## src/rtl/mips_defs.sv

```systemverilog
// rtl/mips_defs.sv - shared opcode, func, ALU and state definitions for the multi-cycle controller
package mips_defs;

    localparam logic [5:0] OP_RTYPE = 6'b000000;
    localparam logic [5:0] OP_LW    = 6'b100011;
    localparam logic [5:0] OP_SW    = 6'b101011;
    localparam logic [5:0] OP_ADDI  = 6'b001000;
    localparam logic [5:0] OP_ANDI  = 6'b001100;
    localparam logic [5:0] OP_BEQ   = 6'b000100;
    localparam logic [5:0] OP_BNE   = 6'b000101;
    localparam logic [5:0] OP_J     = 6'b000010;

    localparam logic [5:0] FN_ADD = 6'b100000;
    localparam logic [5:0] FN_SUB = 6'b100010;
    localparam logic [5:0] FN_AND = 6'b100100;
    localparam logic [5:0] FN_OR  = 6'b100101;
    localparam logic [5:0] FN_SLT = 6'b101010;

    localparam logic [2:0] ALU_FN_AND = 3'b000;
    localparam logic [2:0] ALU_FN_OR  = 3'b001;
    localparam logic [2:0] ALU_FN_ADD = 3'b010;
    localparam logic [2:0] ALU_FN_SUB = 3'b110;
    localparam logic [2:0] ALU_FN_SLT = 3'b111;

    localparam logic [1:0] PC_SRC_ALU    = 2'b00;
    localparam logic [1:0] PC_SRC_ALUOUT = 2'b01;
    localparam logic [1:0] PC_SRC_JUMP   = 2'b10;

    localparam logic [1:0] SRC_B_REG    = 2'b00;
    localparam logic [1:0] SRC_B_FOUR   = 2'b01;
    localparam logic [1:0] SRC_B_IMM    = 2'b10;
    localparam logic [1:0] SRC_B_IMM_SH = 2'b11;

    typedef enum logic [1:0] {
        ALU_OP_MTYPE = 2'b00,
        ALU_OP_BTYPE = 2'b01,
        ALU_OP_RTYPE = 2'b10
    } alu_op_t;

    typedef enum logic [3:0] {
        S_FETCH,
        S_DECODE,
        S_MEM_ADDR,
        S_MEM_RD,
        S_MEM_WB,
        S_MEM_WR,
        S_EXEC_R,
        S_EXEC_I,
        S_ALU_WB,
        S_BRANCH,
        S_JUMP,
        S_FAULT
    } state_t;

    function automatic logic func_supported(input logic [5:0] fn);
        return (fn == FN_ADD) || (fn == FN_SUB) || (fn == FN_AND) ||
               (fn == FN_OR)  || (fn == FN_SLT);
    endfunction

    function automatic state_t decode_next(input logic [5:0] op);
        case (op)
            OP_LW, OP_SW:     return S_MEM_ADDR;
            OP_RTYPE:         return S_EXEC_R;
            OP_ADDI, OP_ANDI: return S_EXEC_I;
            OP_BEQ, OP_BNE:   return S_BRANCH;
            OP_J:             return S_JUMP;
            default:          return S_FAULT;
        endcase
    endfunction

endpackage

```

## src/rtl/alu_controller.sv

```systemverilog
// rtl/alu_controller.sv - maps alu_op class and func field to a 3-bit ALU function
module alu_controller
    import mips_defs::*;
(
    input  alu_op_t    alu_op,
    input  logic [5:0] func,
    output logic [2:0] alu_operation
);

    always_comb begin
        alu_operation = ALU_FN_ADD;
        case (alu_op)
            ALU_OP_MTYPE: alu_operation = ALU_FN_ADD;
            ALU_OP_BTYPE: alu_operation = ALU_FN_SUB;
            ALU_OP_RTYPE: begin
                case (func)
                    FN_ADD:  alu_operation = ALU_FN_ADD;
                    FN_SUB:  alu_operation = ALU_FN_SUB;
                    FN_AND:  alu_operation = ALU_FN_AND;
                    FN_OR:   alu_operation = ALU_FN_OR;
                    FN_SLT:  alu_operation = ALU_FN_SLT;
                    default: alu_operation = ALU_FN_ADD;
                endcase
            end
            default: alu_operation = ALU_FN_ADD;
        endcase
    end

endmodule

```

## src/rtl/multicycle_controller.sv

```systemverilog
// rtl/multicycle_controller.sv - multi-cycle MIPS control FSM with memory wait timeout, fault and retire count
module multicycle_controller
    import mips_defs::*;
#(
    parameter int unsigned MEM_WAIT_MAX = 15,
    parameter int unsigned CNT_W        = 32
) (
    input  logic             clk,
    input  logic             rst_n,
    input  logic [5:0]       opcode,
    input  logic [5:0]       func,
    input  logic             zero,
    input  logic             mem_ready,
    output logic             mem_read,
    output logic             mem_write,
    output logic             i_or_d,
    output logic             ir_write,
    output logic             pc_en,
    output logic [1:0]       pc_source,
    output logic             alu_src_a,
    output logic [1:0]       alu_src_b,
    output logic [2:0]       alu_operation,
    output logic             reg_dst,
    output logic             mem_to_reg,
    output logic             reg_write,
    output logic             retire,
    output logic [CNT_W-1:0] instr_count,
    output logic             fault
);

    // A wait is fatal when the counter would reach MEM_WAIT_MAX this cycle.
    localparam logic [7:0] WAIT_LAST = 8'(MEM_WAIT_MAX - 1);

    state_t     state;
    state_t     state_next;
    logic [7:0] wait_cnt;
    logic       wait_expired;
    logic       mem_wait;
    alu_op_t    alu_op;
    logic [5:0] alu_func;

    assign wait_expired = !mem_ready && (wait_cnt == WAIT_LAST);
    assign fault        = (state == S_FAULT);

    alu_controller u_alu_controller (
        .alu_op        (alu_op),
        .func          (alu_func),
        .alu_operation (alu_operation)
    );

    always_comb begin
        state_next = state;
        mem_read   = 1'b0;
        mem_write  = 1'b0;
        i_or_d     = 1'b0;
        ir_write   = 1'b0;
        pc_en      = 1'b0;
        pc_source  = PC_SRC_ALU;
        alu_src_a  = 1'b0;
        alu_src_b  = SRC_B_REG;
        alu_op     = ALU_OP_MTYPE;
        alu_func   = FN_ADD;
        reg_dst    = 1'b0;
        mem_to_reg = 1'b0;
        reg_write  = 1'b0;
        retire     = 1'b0;
        mem_wait   = 1'b0;

        case (state)
            S_FETCH: begin
                mem_read  = 1'b1;
                alu_src_b = SRC_B_FOUR;
                if (mem_ready) begin
                    ir_write   = 1'b1;
                    pc_en      = 1'b1;
                    state_next = S_DECODE;
                end else if (wait_expired) begin
                    state_next = S_FAULT;
                end else begin
                    mem_wait = 1'b1;
                end
            end
            S_DECODE: begin
                alu_src_b  = SRC_B_IMM_SH;
                state_next = decode_next(opcode);
            end
            S_MEM_ADDR: begin
                alu_src_a  = 1'b1;
                alu_src_b  = SRC_B_IMM;
                state_next = (opcode == OP_SW) ? S_MEM_WR : S_MEM_RD;
            end
            S_MEM_RD: begin
                mem_read = 1'b1;
                i_or_d   = 1'b1;
                if (mem_ready) begin
                    state_next = S_MEM_WB;
                end else if (wait_expired) begin
                    state_next = S_FAULT;
                end else begin
                    mem_wait = 1'b1;
                end
            end
            S_MEM_WB: begin
                reg_write  = 1'b1;
                mem_to_reg = 1'b1;
                retire     = 1'b1;
                state_next = S_FETCH;
            end
            S_MEM_WR: begin
                mem_write = 1'b1;
                i_or_d    = 1'b1;
                if (mem_ready) begin
                    retire     = 1'b1;
                    state_next = S_FETCH;
                end else if (wait_expired) begin
                    state_next = S_FAULT;
                end else begin
                    mem_wait = 1'b1;
                end
            end
            S_EXEC_R: begin
                alu_src_a  = 1'b1;
                alu_op     = ALU_OP_RTYPE;
                alu_func   = func;
                state_next = func_supported(func) ? S_ALU_WB : S_FAULT;
            end
            S_EXEC_I: begin
                // Immediates reuse the R-type path with a synthesised func field.
                alu_src_a  = 1'b1;
                alu_src_b  = SRC_B_IMM;
                alu_op     = ALU_OP_RTYPE;
                alu_func   = (opcode == OP_ANDI) ? FN_AND : FN_ADD;
                state_next = S_ALU_WB;
            end
            S_ALU_WB: begin
                reg_write  = 1'b1;
                reg_dst    = (opcode == OP_RTYPE);
                retire     = 1'b1;
                state_next = S_FETCH;
            end
            S_BRANCH: begin
                alu_src_a  = 1'b1;
                alu_op     = ALU_OP_BTYPE;
                pc_source  = PC_SRC_ALUOUT;
                pc_en      = (opcode == OP_BNE) ? !zero : zero;
                retire     = 1'b1;
                state_next = S_FETCH;
            end
            S_JUMP: begin
                pc_source  = PC_SRC_JUMP;
                pc_en      = 1'b1;
                retire     = 1'b1;
                state_next = S_FETCH;
            end
            S_FAULT: begin
                state_next = S_FAULT;
            end
            default: begin
                state_next = S_FETCH;
            end
        endcase

        // Strobes are suppressed for the whole reset cycle so an aborted access never commits.
        if (!rst_n) begin
            mem_read  = 1'b0;
            mem_write = 1'b0;
            ir_write  = 1'b0;
            pc_en     = 1'b0;
            reg_write = 1'b0;
            retire    = 1'b0;
        end
    end

    always_ff @(posedge clk) begin
        if (!rst_n) begin
            state       <= S_FETCH;
            wait_cnt    <= 8'd0;
            instr_count <= '0;
        end else begin
            state <= state_next;
            if (state_next != state) begin
                wait_cnt <= 8'd0;
            end else if (mem_wait) begin
                wait_cnt <= wait_cnt + 8'd1;
            end
            if (retire) begin
                instr_count <= instr_count + CNT_W'(1);
            end
        end
    end

endmodule

```

## config.mk

```make
export PLATFORM = sky130hd
export DESIGN_NAME = multicycle_controller
export DESIGN_NICKNAME = d
export VERILOG_FILES = /design/src/rtl/mips_defs.sv /design/src/rtl/alu_controller.sv /design/src/rtl/multicycle_controller.sv
export SDC_FILE = /design/constraint.sdc
export NUM_CORES = 1
export LEC_CHECK = 0
export ABC_AREA = 1
export ABC_CLOCK_PERIOD_IN_PS = 1770
export BUFFER_PORTS_ARGS = -buffer_cell sky130_fd_sc_hd__buf_2
export CAP_MARGIN = 20
export CORE_MARGIN = 10
export CORE_UTILIZATION = 55
export CTS_CLUSTER_SIZE = 28
export DETAILED_ROUTE_END_ITERATION = 8
export GPL_TIMING_DRIVEN = 0
export PLACE_DENSITY = 0.81
export SLEW_MARGIN = 20
export SYNTH_ARGS = -nofsm -noshare
export SYNTH_HDL_FRONTEND = slang
export SYNTH_SLANG_ARGS = --single-unit
```

## constraint.sdc

```tcl
create_clock -name clk -period 1.77 [get_ports clk]
set_input_delay 0.177 -clock clk [delete_from_list [all_inputs] [get_ports clk]]
set_output_delay 0.177 -clock clk [all_outputs]
set_load 0.03 [all_outputs]
```

==> metrics.txt, run 1 <==
# TYPE chip_impl_metric gauge
chip_impl_info{name="run_status",value="complete, but fails checks"} 1
chip_impl_info{name="violated_checks",value="negative setup slack"} 1
chip_impl_metric{name="die_height",unit="um"} 94.4
chip_impl_metric{name="die_w",unit="um"} 94.4
chip_impl_metric{name="timing.clock.skew",unit="ps"} 15.9
chip_impl_metric{name="number_of_global_route_vias_before_repair",unit=""} 3279
chip_impl_metric{name="worstSkewPairLatency",unit="ps"} 310
chip_impl_metric{name="grt_start_max_net_pins",unit=""} 15
chip_impl_metric{name="placementRows",unit=""} 27
chip_impl_metric{name="final-max-slew-violation-count",unit=""} 0
chip_impl_metric{name="power_density",unit="nW/um2"} 965
chip_impl_metric{name="drt_iter0_drc",unit=""} 337
chip_impl_info{name="hp-class",value="input pin to flip-flop"} 1
chip_impl_metric{name="vias_per_cell",unit=""} 5.55
chip_impl_metric{name="synth_top_cell_area_share",unit=""} 0.289
chip_impl_metric{name="final.setup.worst_slack",unit="ps"} -260
chip_impl_metric{name="final_setup_violation_count",unit=""} 17
chip_impl_metric{name="timing.max_slew.rel_slack",unit=""} 0.582
chip_impl_info{name="tritoncts",value="yes"} 1
chip_impl_metric{name="total_cts_buffers",unit=""} 5
chip_impl_metric{name="number_of_failing_hold_endpoints_at_the_final_stage",unit=""} 0
chip_impl_metric{name="gp_congestion",unit=""} 0.955
chip_impl_metric{name="final_min_period_over_clock_period",unit=""} 1.15
chip_impl_info{name="grt_setup_unrepaired",value="yes"} 1
chip_impl_metric{name="overflow",unit=""} 0
chip_impl_metric{name="leakagePower",unit="nW"} 1.87
chip_impl_metric{name="globalRouteTotalUtil",unit=""} 0.206
chip_impl_metric{name="worst_ep_required_time",unit="ps"} 1590
chip_impl_metric{name="ff2ff_path_depth",unit=""} 14
chip_impl_metric{name="syn-instance-count",unit=""} 511
chip_impl_metric{name="synth.avg_cell_area",unit="um2"} 5.96
chip_impl_metric{name="max_cap_violations",unit=""} 0
chip_impl_metric{name="core_area",unit="um2"} 5440
chip_impl_metric{name="max_freq",unit="MHz"} 493
chip_impl_metric{name="antenna_found_initial",unit=""} 0
chip_impl_metric{name="clock_sink_count",unit=""} 44
chip_impl_metric{name="grt_first_pass_wirelength",unit="mm"} 15.1
chip_impl_metric{name="drc",unit=""} 0
chip_impl_metric{name="drt_pre_antenna_iters",unit=""} 5
chip_impl_metric{name="postSynthRegisterBits",unit=""} 44
chip_impl_metric{name="cp_data_arrival_time",unit="ps"} 1850
chip_impl_metric{name="dp_slack",unit="ps"} -202
chip_impl_info{name="slowest_stage",value="sky130_fd_sc_hd__dfxtp_2"} 1
chip_impl_metric{name="synth_cell_types",unit=""} 30
chip_impl_metric{name="nets",unit=""} 621
chip_impl_metric{name="postCtsHoldBufs",unit=""} 0
chip_impl_metric{name="synth_area",unit="um2"} 3050
chip_impl_metric{name="ys_warn_count",unit=""} 0
chip_impl_metric{name="dp_hpwl",unit="mm"} 6.88
chip_impl_metric{name="wl_per_cell",unit="um"} 15.3
chip_impl_metric{name="dr_total_vias",unit=""} 3734
chip_impl_metric{name="num_antenna_cells",unit=""} 0
chip_impl_info{name="cp_cell_sequence",value="buf_6, inv_2, nor2_1, nand2_1, nand2_2, nor2_4, nand2_4, nand2_8, inv_4, buf_8, buf_8, buf_6"} 1
chip_impl_metric{name="layout.filler_cells",unit=""} 408
chip_impl_metric{name="port-buffer-count",unit=""} 65
chip_impl_info{name="nature_of_the_critical_path_endpoint",value="output pin"} 1
chip_impl_metric{name="htree_num_levels",unit=""} 2
chip_impl_metric{name="peakVddDrop",unit="V"} 0.000880
chip_impl_metric{name="worst_pin_slew",unit="ps"} 628
chip_impl_metric{name="worstPathMaxFanout",unit=""} 9
chip_impl_metric{name="antenna_violating_nets_post_route",unit=""} 0
chip_impl_metric{name="area_growth_syn_to_layout",unit="%"} 35.4
chip_impl_info{name="synth_top_area_cell",value="sky130_fd_sc_hd__dfxtp_1"} 1
chip_impl_metric{name="timing.hold.ws",unit="ps"} 260
chip_impl_metric{name="cts.clk_slew.worst_paths",unit="ps"} 90
chip_impl_info{name="type_of_the_worst_setup_path",value="flip-flop to output pin"} 1
chip_impl_metric{name="initial_core_util",unit=""} 0.560
chip_impl_info{name="synth_area_leaders",value="sky130_fd_sc_hd__dfxtp_1 (29%), sky130_fd_sc_hd__nand2_1 (17%), sky130_fd_sc_hd__nor2_1 (11%)"} 1
chip_impl_metric{name="cts_max_path_buffers",unit=""} 2
chip_impl_metric{name="min_delay_path_depth",unit=""} 3
chip_impl_metric{name="top_level_ports",unit=""} 66
chip_impl_metric{name="post_route_cells_drive_above_1_share",unit=""} 0.311
chip_impl_metric{name="total_die_area",unit="um2"} 8910
chip_impl_metric{name="crit_path_max_incr_delay",unit="ps"} 330
chip_impl_info{name="cts-root-buf",value="sky130_fd_sc_hd__clkbuf_8"} 1
chip_impl_metric{name="drt-total-wl",unit="mm"} 10.3
chip_impl_metric{name="nets_in_the_synthesized_netlist",unit=""} 532
chip_impl_info{name="worst_setup_path_start_kind",value="flip-flop"} 1
chip_impl_metric{name="post-route-min-period",unit="ps"} 2030
chip_impl_metric{name="synth_seq_area_share",unit=""} 0.289
[repair_timing]
item                       4_1_cts  5_1_grt
resized for setup               35       96
pin swaps                        4       20
buffers inserted                 3       15
gates cloned                     0        0
setup endpoints to repair       29       38
[kinds of logic (layout without fill, tap and decap cells)]
logic type,Yosys count,count (layout),synth area share
simple gates,303,303,0.424
compound gates,55,55,0.0937
buf+inv,82,172,0.109
fa+ha+maj,5,5,0.0205
flops,44,44,0.289
xor+xnor,22,22,0.0633
[cells in the final DEF (no fill, tap or decap), types with 2 or more instances in the layout]
cell type / netlist / final
sky130_fd_sc_hd__dfxtp_1: 44 / 34
sky130_fd_sc_hd__inv_1: 71 / 62
sky130_fd_sc_hd__nor3_2: 0 / 4
sky130_fd_sc_hd__nand2_2: 2 / 9
sky130_fd_sc_hd__nor3_1: 19 / 13
sky130_fd_sc_hd__buf_8: 1 / 3
sky130_fd_sc_hd__o21ai_0: 14 / 12
sky130_fd_sc_hd__nand2_1: 137 / 124
sky130_fd_sc_hd__nand4_1: 16 / 16
sky130_fd_sc_hd__inv_2: 2 / 10
sky130_fd_sc_hd__a21oi_2: 0 / 5
sky130_fd_sc_hd__ha_4: 0 / 2
sky130_fd_sc_hd__a21oi_1: 36 / 31
sky130_fd_sc_hd__o21ai_1: 0 / 2
sky130_fd_sc_hd__xor2_1: 18 / 18
sky130_fd_sc_hd__nand3_4: 0 / 2
sky130_fd_sc_hd__nor2_2: 4 / 24
sky130_fd_sc_hd__ha_1: 5 / 2
sky130_fd_sc_hd__clkbuf_8: 0 / 6
sky130_fd_sc_hd__nor2_4: 0 / 10
sky130_fd_sc_hd__buf_2: 2 / 57
sky130_fd_sc_hd__inv_4: 1 / 2
sky130_fd_sc_hd__nand3_1: 30 / 28
sky130_fd_sc_hd__xnor2_1: 4 / 4
sky130_fd_sc_hd__buf_4: 0 / 19
sky130_fd_sc_hd__dfxtp_4: 0 / 3
sky130_fd_sc_hd__buf_6: 1 / 6
sky130_fd_sc_hd__clkbuf_1: 4 / 4
sky130_fd_sc_hd__nand2_4: 2 / 7
sky130_fd_sc_hd__nor2_1: 88 / 58
sky130_fd_sc_hd__nand3_2: 2 / 2
sky130_fd_sc_hd__dfxtp_2: 0 / 7
sky130_fd_sc_hd__nor3_4: 0 / 2
[through the flow]
stage	power, W	TNS (ps)	cells	utilization	instance area (um2)
after global routing	0.00418	-4580	673	0.758	4120
after floorplan	0.00210	0	511	-	3060
final	0.00398	-1480	673	0.758	4120
after CTS	0.00341	-881	659	0.686	3730
after global placement	0.00242	-1130	648	0.638	3470
after detailed placement	0.00244	-1610	648	0.638	3470
[final timing paths]
path                          startpoint                      endpoint  slack [ps]
max                  state[1]$_SDFF_PN0_                        retire        -260
min                                rst_n  instr_count[21]$_SDFFE_PN0P_         260
max reg2reg          state[2]$_SDFF_PN0_      wait_cnt[5]$_SDFFE_PP0P_         -70
min reg2reg  instr_count[0]$_SDFFE_PN0P_   instr_count[0]$_SDFFE_PN0P_         480
[synth_stat cells, drive strengths merged]
cell type,count
o21ai,14
xor2,18
clkbuf,4
nor4b,1
nand3,32
nor3,19
o211ai,1
buf,4
nand2,141
xnor2,4
and3,1
o21bai,1
ha,5
dfxtp,44
inv,74
a21o,1
o22ai,1
nor2,92
nand3b,1
nand4,16
a31oi,1
a21oi,36
[metal layers]
metal	vias up	routed length, um	GRT usage
met3	43	790	0.0397
met5	-	0	0
met1	1706	3840	0.236
met4	0	393	0.0823
met2	183	5300	0.366
li1	1802	-	-
[state kept, by name (all words and copies together) (netlist names)]
register     flops
state            4
instr_count     32
wait_cnt         8
[final cells by class]
cell class	instances	area, um2	area share
buffer	8	63.8	0.0155
clock buffer	6	82.6	0.0200
clock inverter	2	38.8	0.00941
inverter	74	283	0.0686
multi-input combinational	385	2160	0.525
sequential	44	901	0.219
tap	72	90.1	0.0219
timing repair buffer	82	499	0.121
[power breakdown]
group	switching, W	internal [W]
logic	0.00129	0.000714
clock network	0.000368	0.000462
registers	0.0000903	0.00106
[worst max-delay path: cells and delay by family (launching register included)]
kind,cells,cell delay [ps]
buf+inv,6,640
flops,1,330
simple gates,6,580
Power figures use the tool's default switching activity.
==> run 2, diff against run 1 <==
- RECOVER_POWER: default -> 50
==> metrics.txt, run 2 (same netlist as run 1, synthesis figures left out) <==
# TYPE chip_impl_metric gauge
chip_impl_info{name="run_status",value="complete, but fails checks"} 1
chip_impl_info{name="violated_checks",value="negative setup slack"} 1
chip_impl_metric{name="crit_path_max_incr_delay",unit="ps"} 330
chip_impl_metric{name="die_height",unit="um"} 94.4
chip_impl_metric{name="layout.cells.non_filler",unit=""} 673
chip_impl_metric{name="grt_start_max_net_pins",unit=""} 15
chip_impl_info{name="top_reg_by_flops",value="instr_count"} 1
chip_impl_info{name="slowest_stage",value="sky130_fd_sc_hd__dfxtp_2"} 1
chip_impl_metric{name="worst_ep_required_time",unit="ps"} 1590
chip_impl_metric{name="total_cts_buffers",unit=""} 5
chip_impl_metric{name="layout.filler_cells",unit=""} 432
chip_impl_metric{name="overflow",unit=""} 0
chip_impl_metric{name="cp_data_arrival_time",unit="ps"} 1850
chip_impl_metric{name="largest_register_ffs",unit=""} 32
chip_impl_metric{name="post_route_cells_drive_above_1_share",unit=""} 0.258
chip_impl_metric{name="post-route-min-period",unit="ps"} 2030
chip_impl_metric{name="postCtsHoldBufs",unit=""} 0
chip_impl_metric{name="dp_hpwl",unit="mm"} 6.88
chip_impl_metric{name="numPlacedInstances",unit=""} 648
chip_impl_metric{name="cts.clk_slew.worst_paths",unit="ps"} 90
chip_impl_metric{name="final-max-slew-violation-count",unit=""} 0
chip_impl_info{name="largest_registers_ranked_by_flip_flop_count",value="instr_count: 32 flops, wait_cnt: 8 flops, state: 4 flops"} 1
chip_impl_metric{name="wp_buf_inv",unit=""} 6
chip_impl_info{name="nature_of_the_critical_path_endpoint",value="output pin"} 1
chip_impl_metric{name="power_density",unit="nW/um2"} 969
chip_impl_metric{name="design_power_total",unit="W"} 0.00396
chip_impl_metric{name="leakagePower",unit="nW"} 1.73
chip_impl_metric{name="core_area",unit="um2"} 5440
chip_impl_metric{name="total_die_area",unit="um2"} 8910
chip_impl_metric{name="drt_pre_antenna_iters",unit=""} 5
chip_impl_metric{name="dr_total_vias",unit=""} 3729
chip_impl_metric{name="place_area",unit="um2"} 3470
chip_impl_metric{name="initial_core_util",unit=""} 0.560
chip_impl_info{name="grt_setup_unrepaired",value="yes"} 1
chip_impl_metric{name="vias_per_cell",unit=""} 5.54
chip_impl_metric{name="drc",unit=""} 0
chip_impl_metric{name="grt_first_pass_wirelength",unit="mm"} 15.1
chip_impl_metric{name="htree_num_levels",unit=""} 2
chip_impl_metric{name="final.setup.worst_slack",unit="ps"} -261
chip_impl_metric{name="timing.setup.tns",unit="ps"} -1290
chip_impl_metric{name="port-buffer-count",unit=""} 65
chip_impl_metric{name="number_of_failing_hold_endpoints_at_the_final_stage",unit=""} 0
chip_impl_info{name="cp_cell_sequence",value="buf_6, inv_2, nor2_1, nand2_1, nand2_2, nor2_4, nand2_4, nand2_8, inv_4, buf_8, buf_8, buf_6"} 1
chip_impl_metric{name="final_setup_violation_count",unit=""} 16
chip_impl_metric{name="antenna_found_initial",unit=""} 0
chip_impl_metric{name="num_antenna_cells",unit=""} 0
chip_impl_metric{name="antenna_violating_nets_post_route",unit=""} 0
chip_impl_info{name="layout.cells.most_common_list",value="sky130_fd_sc_hd__nand2_1 (124), sky130_fd_sc_hd__inv_1 (62), sky130_fd_sc_hd__nor2_1 (58)"} 1
chip_impl_metric{name="wl_per_cell",unit="um"} 15.3
chip_impl_metric{name="multiInputGateArea",unit="um2"} 2160
chip_impl_metric{name="die_w",unit="um"} 94.4
chip_impl_metric{name="max_freq",unit="MHz"} 492
chip_impl_metric{name="globalRouteTotalUtil",unit=""} 0.206
chip_impl_info{name="cts-root-buf",value="sky130_fd_sc_hd__clkbuf_8"} 1
chip_impl_metric{name="timing.max_slew.rel_slack",unit=""} 0.571
chip_impl_metric{name="worst_pin_slew",unit="ps"} 644
chip_impl_info{name="type_of_the_worst_setup_path",value="flip-flop to output pin"} 1
chip_impl_metric{name="timing.clock.skew",unit="ps"} 11.5
chip_impl_metric{name="top_level_ports",unit=""} 66
chip_impl_metric{name="area_growth_syn_to_layout",unit="%"} 34.1
chip_impl_info{name="hp-class",value="input pin to flip-flop"} 1
chip_impl_info{name="cp_top_family",value="buffers and inverters"} 1
chip_impl_metric{name="placementRows",unit=""} 27
chip_impl_metric{name="peakVddDrop",unit="V"} 0.000881
chip_impl_metric{name="cts_max_path_buffers",unit=""} 2
chip_impl_metric{name="worstPathMaxFanout",unit=""} 9
chip_impl_metric{name="dp_slack",unit="ps"} -202
chip_impl_metric{name="stdcell_area",unit="um2"} 4080
chip_impl_metric{name="seq_area",unit="um2"} 901
chip_impl_metric{name="worstSkewPairLatency",unit="ps"} 300
chip_impl_info{name="worst_setup_path_start_kind",value="flip-flop"} 1
chip_impl_metric{name="drt-total-wl",unit="mm"} 10.3
chip_impl_metric{name="max_cap_violations",unit=""} 0
chip_impl_metric{name="final_min_period_over_clock_period",unit=""} 1.15
chip_impl_metric{name="gp_congestion",unit=""} 0.955
chip_impl_metric{name="clock_sink_count",unit=""} 44
chip_impl_info{name="tritoncts",value="yes"} 1
chip_impl_metric{name="drt_iter0_drc",unit=""} 330
chip_impl_metric{name="number_of_global_route_vias_before_repair",unit=""} 3279
chip_impl_info{name="most_common_library_cell_in_the_layout_ignoring_fill_and_taps",value="sky130_fd_sc_hd__nand2_1"} 1
chip_impl_metric{name="nets",unit=""} 621
[run 2: cell count changes in the layout (fill, tap and decap cells not counted), sizes merged]
| cell | previous run | this run |
|---|---|---|
| buf | 85 | 53 |
| clkbuf | 11 | 43 |
[run 2: layout make-up]
class                      count  share of cell area
inverter                      74              0.0693
sequential                    44               0.221
multi-input combinational    385               0.530
clock buffer                   6              0.0202
clock inverter                 2             0.00950
buffer                         8              0.0156
tap                           72              0.0221
timing repair buffer          82               0.112
[run 2: routing by layer]
layer / part of all wire / global-route usage
met5: 0 / 0
met4: 0.037 / 0.0823
met3: 0.074 / 0.0397
met2: 0.51 / 0.366
met1: 0.37 / 0.236
[run 2: final timing paths]
path	start	to	slack, ps	cells past startpoint
worst min-delay path	rst_n	instr_count[21]$_SDFFE_PN0P_	260	3
worst max-delay path	state[1]$_SDFF_PN0_	retire	-260	12
worst min register to register	instr_count[0]$_SDFFE_PN0P_	instr_count[0]$_SDFFE_PN0P_	490	1
worst max register to register	state[1]$_SDFF_PN0_	instr_count[17]$_SDFFE_PN0P_	-70	14
[run 2: where the power goes]
group / total [W] / internal (W) / switching, W / leakage [nW]
clock: 0.000820 / 0.000462 / 0.000358 / 0.0614
sequential: 0.00115 / 0.00106 / 0.0000917 / 0.360
combinational: 0.00199 / 0.000711 / 0.00128 / 1.31
[run 2: what timing repair did]
| item | in CTS | in global routing |
|---|---|---|
| resized for setup | 35 | 96 |
| setup endpoints to repair | 29 | 38 |
| setup buffers | 3 | 15 |
| pin swaps | 4 | 20 |
[run 2: worst min-delay path: cells and delay by family]
kind	cells	cell delay [ps]
buffers and inverters	1	190
AO/OA/AOI/OAI	2	160
[run 2: metrics by stage]
step	utilization	hold slack (ps)
2_1_floorplan	-	315
3_3_place_gp	0.638	468
3_5_place_dp	0.638	478
4_1_cts	0.686	246
5_1_grt	0.751	262
6_report	0.751	263
==> run 3, diff against run 2 <==
- ABC_AREA: 1 -> default
- CORE_UTILIZATION: 55 -> 54
- PLACE_DENSITY: 0.81 -> 0.8
==> metrics.txt, run 3 <==
# TYPE chip_impl_metric gauge
chip_impl_metric{name="async_reset_ff_frac",unit=""} 0
chip_impl_metric{name="vias_per_cell",unit=""} 6.24
chip_impl_metric{name="total_cts_buffers",unit=""} 5
chip_impl_metric{name="number_of_failing_hold_endpoints_at_the_final_stage",unit=""} 0
chip_impl_metric{name="peakVddDrop",unit="V"} 0.000827
chip_impl_metric{name="share_seq_of_total_power",unit=""} 0.262
chip_impl_metric{name="synth_area",unit="um2"} 2830
chip_impl_info{name="largest_registers_ranked_by_flip_flop_count",value="instr_count: 32 flops, wait_cnt: 8 flops, state: 4 flops"} 1
chip_impl_metric{name="nets",unit=""} 495
chip_impl_metric{name="total_die_area",unit="um2"} 8540
chip_impl_metric{name="leakagePower",unit="nW"} 1.53
chip_impl_metric{name="nets_in_the_synthesized_netlist",unit=""} 391
chip_impl_metric{name="worst_pin_slew",unit="ps"} 605
chip_impl_metric{name="place_area",unit="um2"} 3310
chip_impl_metric{name="syn-instance-count",unit=""} 370
chip_impl_metric{name="layout.filler_cells",unit=""} 311
chip_impl_metric{name="max_freq",unit="MHz"} 475
chip_impl_metric{name="postCtsHoldBufs",unit=""} 0
chip_impl_info{name="top_reg_by_flops",value="instr_count"} 1
chip_impl_metric{name="antenna_violating_nets_post_route",unit=""} 0
chip_impl_metric{name="postSynthRegisterBits",unit=""} 44
chip_impl_info{name="synth_top_area_cell",value="sky130_fd_sc_hd__dfxtp_1"} 1
chip_impl_metric{name="drt_pre_antenna_iters",unit=""} 5
chip_impl_info{name="cts-root-buf",value="sky130_fd_sc_hd__clkbuf_8"} 1
chip_impl_metric{name="final-max-slew-violation-count",unit=""} 0
chip_impl_info{name="synth_area_leaders",value="sky130_fd_sc_hd__dfxtp_1 (31%), sky130_fd_sc_hd__xnor2_1 (7.7%), sky130_fd_sc_hd__nor2_1 (7.2%)"} 1
chip_impl_metric{name="dr_total_vias",unit=""} 3402
chip_impl_metric{name="drt-total-wl",unit="mm"} 10.2
chip_impl_metric{name="cts_max_path_buffers",unit=""} 2
chip_impl_metric{name="htree_num_levels",unit=""} 2
chip_impl_metric{name="placementRows",unit=""} 26
chip_impl_metric{name="worstSkewPairLatency",unit="ps"} 310
chip_impl_info{name="grt_setup_unrepaired",value="yes"} 1
chip_impl_info{name="yosys_most_used_dff",value="sky130_fd_sc_hd__dfxtp_1"} 1
chip_impl_metric{name="timing.clock.skew",unit="ps"} 13.6
chip_impl_metric{name="drt_iter0_drc",unit=""} 325
chip_impl_metric{name="die_w",unit="um"} 92.4
chip_impl_metric{name="antenna_found_initial",unit=""} 0
chip_impl_info{name="run_status",value="complete, but fails checks"} 1
chip_impl_metric{name="m1WireLength",unit="mm"} 4.13
chip_impl_info{name="nature_of_the_critical_path_endpoint",value="flip-flop"} 1
chip_impl_info{name="most_common_library_cell_in_the_layout_ignoring_fill_and_taps",value="sky130_fd_sc_hd__nor2_1"} 1
chip_impl_metric{name="initial_core_util",unit=""} 0.554
chip_impl_metric{name="dp_hpwl",unit="mm"} 5.97
chip_impl_metric{name="grt_first_pass_wirelength",unit="mm"} 13.8
chip_impl_metric{name="globalRouteTotalUtil",unit=""} 0.189
chip_impl_metric{name="synth_cell_types",unit=""} 58
chip_impl_metric{name="layout.cells.non_filler",unit=""} 545
chip_impl_info{name="tritoncts",value="yes"} 1
chip_impl_metric{name="cts.clk_slew.worst_paths",unit="ps"} 90
chip_impl_metric{name="top_level_ports",unit=""} 66
chip_impl_metric{name="timing.hold.ws",unit="ps"} 202
chip_impl_metric{name="synth.avg_cell_area",unit="um2"} 7.65
chip_impl_metric{name="ys_warn_count",unit=""} 0
chip_impl_metric{name="netSwitchingPower",unit="W"} 0.00195
chip_impl_metric{name="synth_top_cell_area_share",unit=""} 0.311
chip_impl_info{name="worst_setup_path_start_kind",value="flip-flop"} 1
chip_impl_metric{name="grt_start_max_net_pins",unit=""} 14
chip_impl_info{name="highest_layer",value="met4"} 1
chip_impl_metric{name="clock_sink_count",unit=""} 44
chip_impl_info{name="hp-class",value="input pin to flip-flop"} 1
chip_impl_metric{name="max_cap_violations",unit=""} 0
chip_impl_metric{name="wl_per_cell",unit="um"} 18.7
chip_impl_metric{name="drc",unit=""} 0
chip_impl_metric{name="met2_length",unit="mm"} 4.83
chip_impl_metric{name="clkPwrFrac",unit=""} 0.171
chip_impl_metric{name="core_area",unit="um2"} 5110
chip_impl_metric{name="synth_seq_area_share",unit=""} 0.311
chip_impl_info{name="layout.cells.most_common_list",value="sky130_fd_sc_hd__nor2_1 (42), sky130_fd_sc_hd__buf_2 (34), sky130_fd_sc_hd__nand2_1 (30)"} 1
chip_impl_metric{name="worstPathMaxFanout",unit=""} 5
chip_impl_metric{name="gp_congestion",unit=""} 0.958
chip_impl_metric{name="synth_edf_count",unit=""} 0
chip_impl_metric{name="final.setup.worst_slack",unit="ps"} -334
chip_impl_metric{name="final_setup_violation_count",unit=""} 41
chip_impl_metric{name="post_route_cells_drive_above_1_share",unit=""} 0.427
chip_impl_metric{name="post-route-min-period",unit="ps"} 2100
chip_impl_metric{name="num_antenna_cells",unit=""} 0
chip_impl_metric{name="worst_ep_required_time",unit="ps"} 2000
chip_impl_info{name="synth.most_common_cell",value="sky130_fd_sc_hd__nor2_1"} 1
chip_impl_metric{name="area_growth_syn_to_layout",unit="%"} 49.2
chip_impl_metric{name="numPlacedInstances",unit=""} 505
chip_impl_metric{name="internal_power",unit="W"} 0.00258
chip_impl_metric{name="timing.max_slew.rel_slack",unit=""} 0.595
chip_impl_metric{name="power_density",unit="nW/um2"} 1070
chip_impl_metric{name="power_switching_share",unit=""} 0.430
chip_impl_info{name="violated_checks",value="negative setup slack"} 1
chip_impl_metric{name="cp_data_arrival_time",unit="ps"} 2340
chip_impl_info{name="netlist_top_cells_count",value="sky130_fd_sc_hd__nor2_1 (54), sky130_fd_sc_hd__dfxtp_1 (44), sky130_fd_sc_hd__nand2_1 (32)"} 1
chip_impl_metric{name="combPwrFrac",unit=""} 0.567
chip_impl_metric{name="route.met3.wl",unit="um"} 818
chip_impl_metric{name="stdcell_area",unit="um2"} 4220
chip_impl_info{name="type_of_the_worst_setup_path",value="flip-flop to flip-flop"} 1
chip_impl_metric{name="die_height",unit="um"} 92.4
chip_impl_metric{name="final_min_period_over_clock_period",unit=""} 1.19
chip_impl_metric{name="largest_register_ffs",unit=""} 32
chip_impl_metric{name="number_of_global_route_vias_before_repair",unit=""} 2967
chip_impl_metric{name="port-buffer-count",unit=""} 65
chip_impl_metric{name="overflow",unit=""} 0
run 3: final timing paths:
check | startpoint | to | slack, ps | depth (start not counted)
hold reg to reg | instr_count[1]$_SDFFE_PN0P_ | instr_count[1]$_SDFFE_PN0P_ | 500 | 2
setup reg to reg | instr_count[10]$_SDFFE_PN0P_ | instr_count[17]$_SDFFE_PN0P_ | -330 | 6
hold / removal | rst_n | state[3]$_SDFF_PN0_ | 200 | 2
setup / recovery | instr_count[10]$_SDFFE_PN0P_ | instr_count[17]$_SDFFE_PN0P_ | -330 | 6
run 3: power groups by stage:
stage / Clock (W) / Combinational (W) / Sequential (W)
floorplan: 0 / 0.00128 / 0.00114
global placement: 0 / 0.00170 / 0.00113
detailed placement: 0 / 0.00172 / 0.00113
CTS: 0.000766 / 0.00220 / 0.00114
global route: 0.000805 / 0.00272 / 0.00119
finish: 0.000775 / 0.00257 / 0.00119
run 3: worst max-delay path: stages (launching register included):
cell and delay [ps]:
sky130_fd_sc_hd__dfxtp_2 390, sky130_fd_sc_hd__nand3_1 230, sky130_fd_sc_hd__nor4_2 460, sky130_fd_sc_hd__o2111ai_4 250, sky130_fd_sc_hd__buf_6 200, sky130_fd_sc_hd__or3_1 350
sky130_fd_sc_hd__a21oi_1 160
run 3: metal layers:
| metal | up-vias | GRT usage |
|---|---|---|
| li1 | 1547 | - |
| met1 | 1612 | 0.232 |
| met2 | 191 | 0.318 |
| met3 | 52 | 0.0565 |
| met4 | 0 | 0.0450 |
| met5 | - | 0 |
run 3: area by class of cell:
type	instances	area [um2]	area share
Clock buffer	6	72.6	0.0172
Multi-Input combinational cell	295	2290	0.542
Sequential cell	44	936	0.222
Timing Repair Buffer	98	618	0.146
Inverter	16	63.8	0.0151
Buffer	14	121	0.0287
Tap cell	70	87.6	0.0207
Clock inverter	2	35.0	0.00829
run 3: timing repair:
| action | CTS | global route |
|---|---|---|
| pin swaps | 14 | 32 |
| setup buffers | 18 | 17 |
| gates cloned | 1 | 1 |
| endpoints found under the setup margin | 53 | 52 |
| gates resized for setup | 70 | 77 |
run 3: metrics by stage:
stage          utilization  total power, W  setup WS (ps)  setup TNS, ps
2_1_floorplan            -         0.00242          -92.5           -565
3_3_place_gp         0.647         0.00283           -393          -7380
3_5_place_dp         0.647         0.00285           -447          -9220
4_1_cts              0.748         0.00410           -247          -5860
5_1_grt              0.827         0.00472           -437         -11800
6_report             0.827         0.00453           -334          -8480
run 3: logic make-up after synthesis:
logic type | count (synthesis) | synth area share
multiplexers | 2 | 0.00707
AND/OR/NAND/NOR | 194 | 0.366
buffers and inverters | 31 | 0.0482
flip-flops | 44 | 0.311
AO/OA/AOI/OAI | 65 | 0.156
XOR/XNOR | 29 | 0.0897
adder cells (fa/ha/maj) | 5 | 0.0221
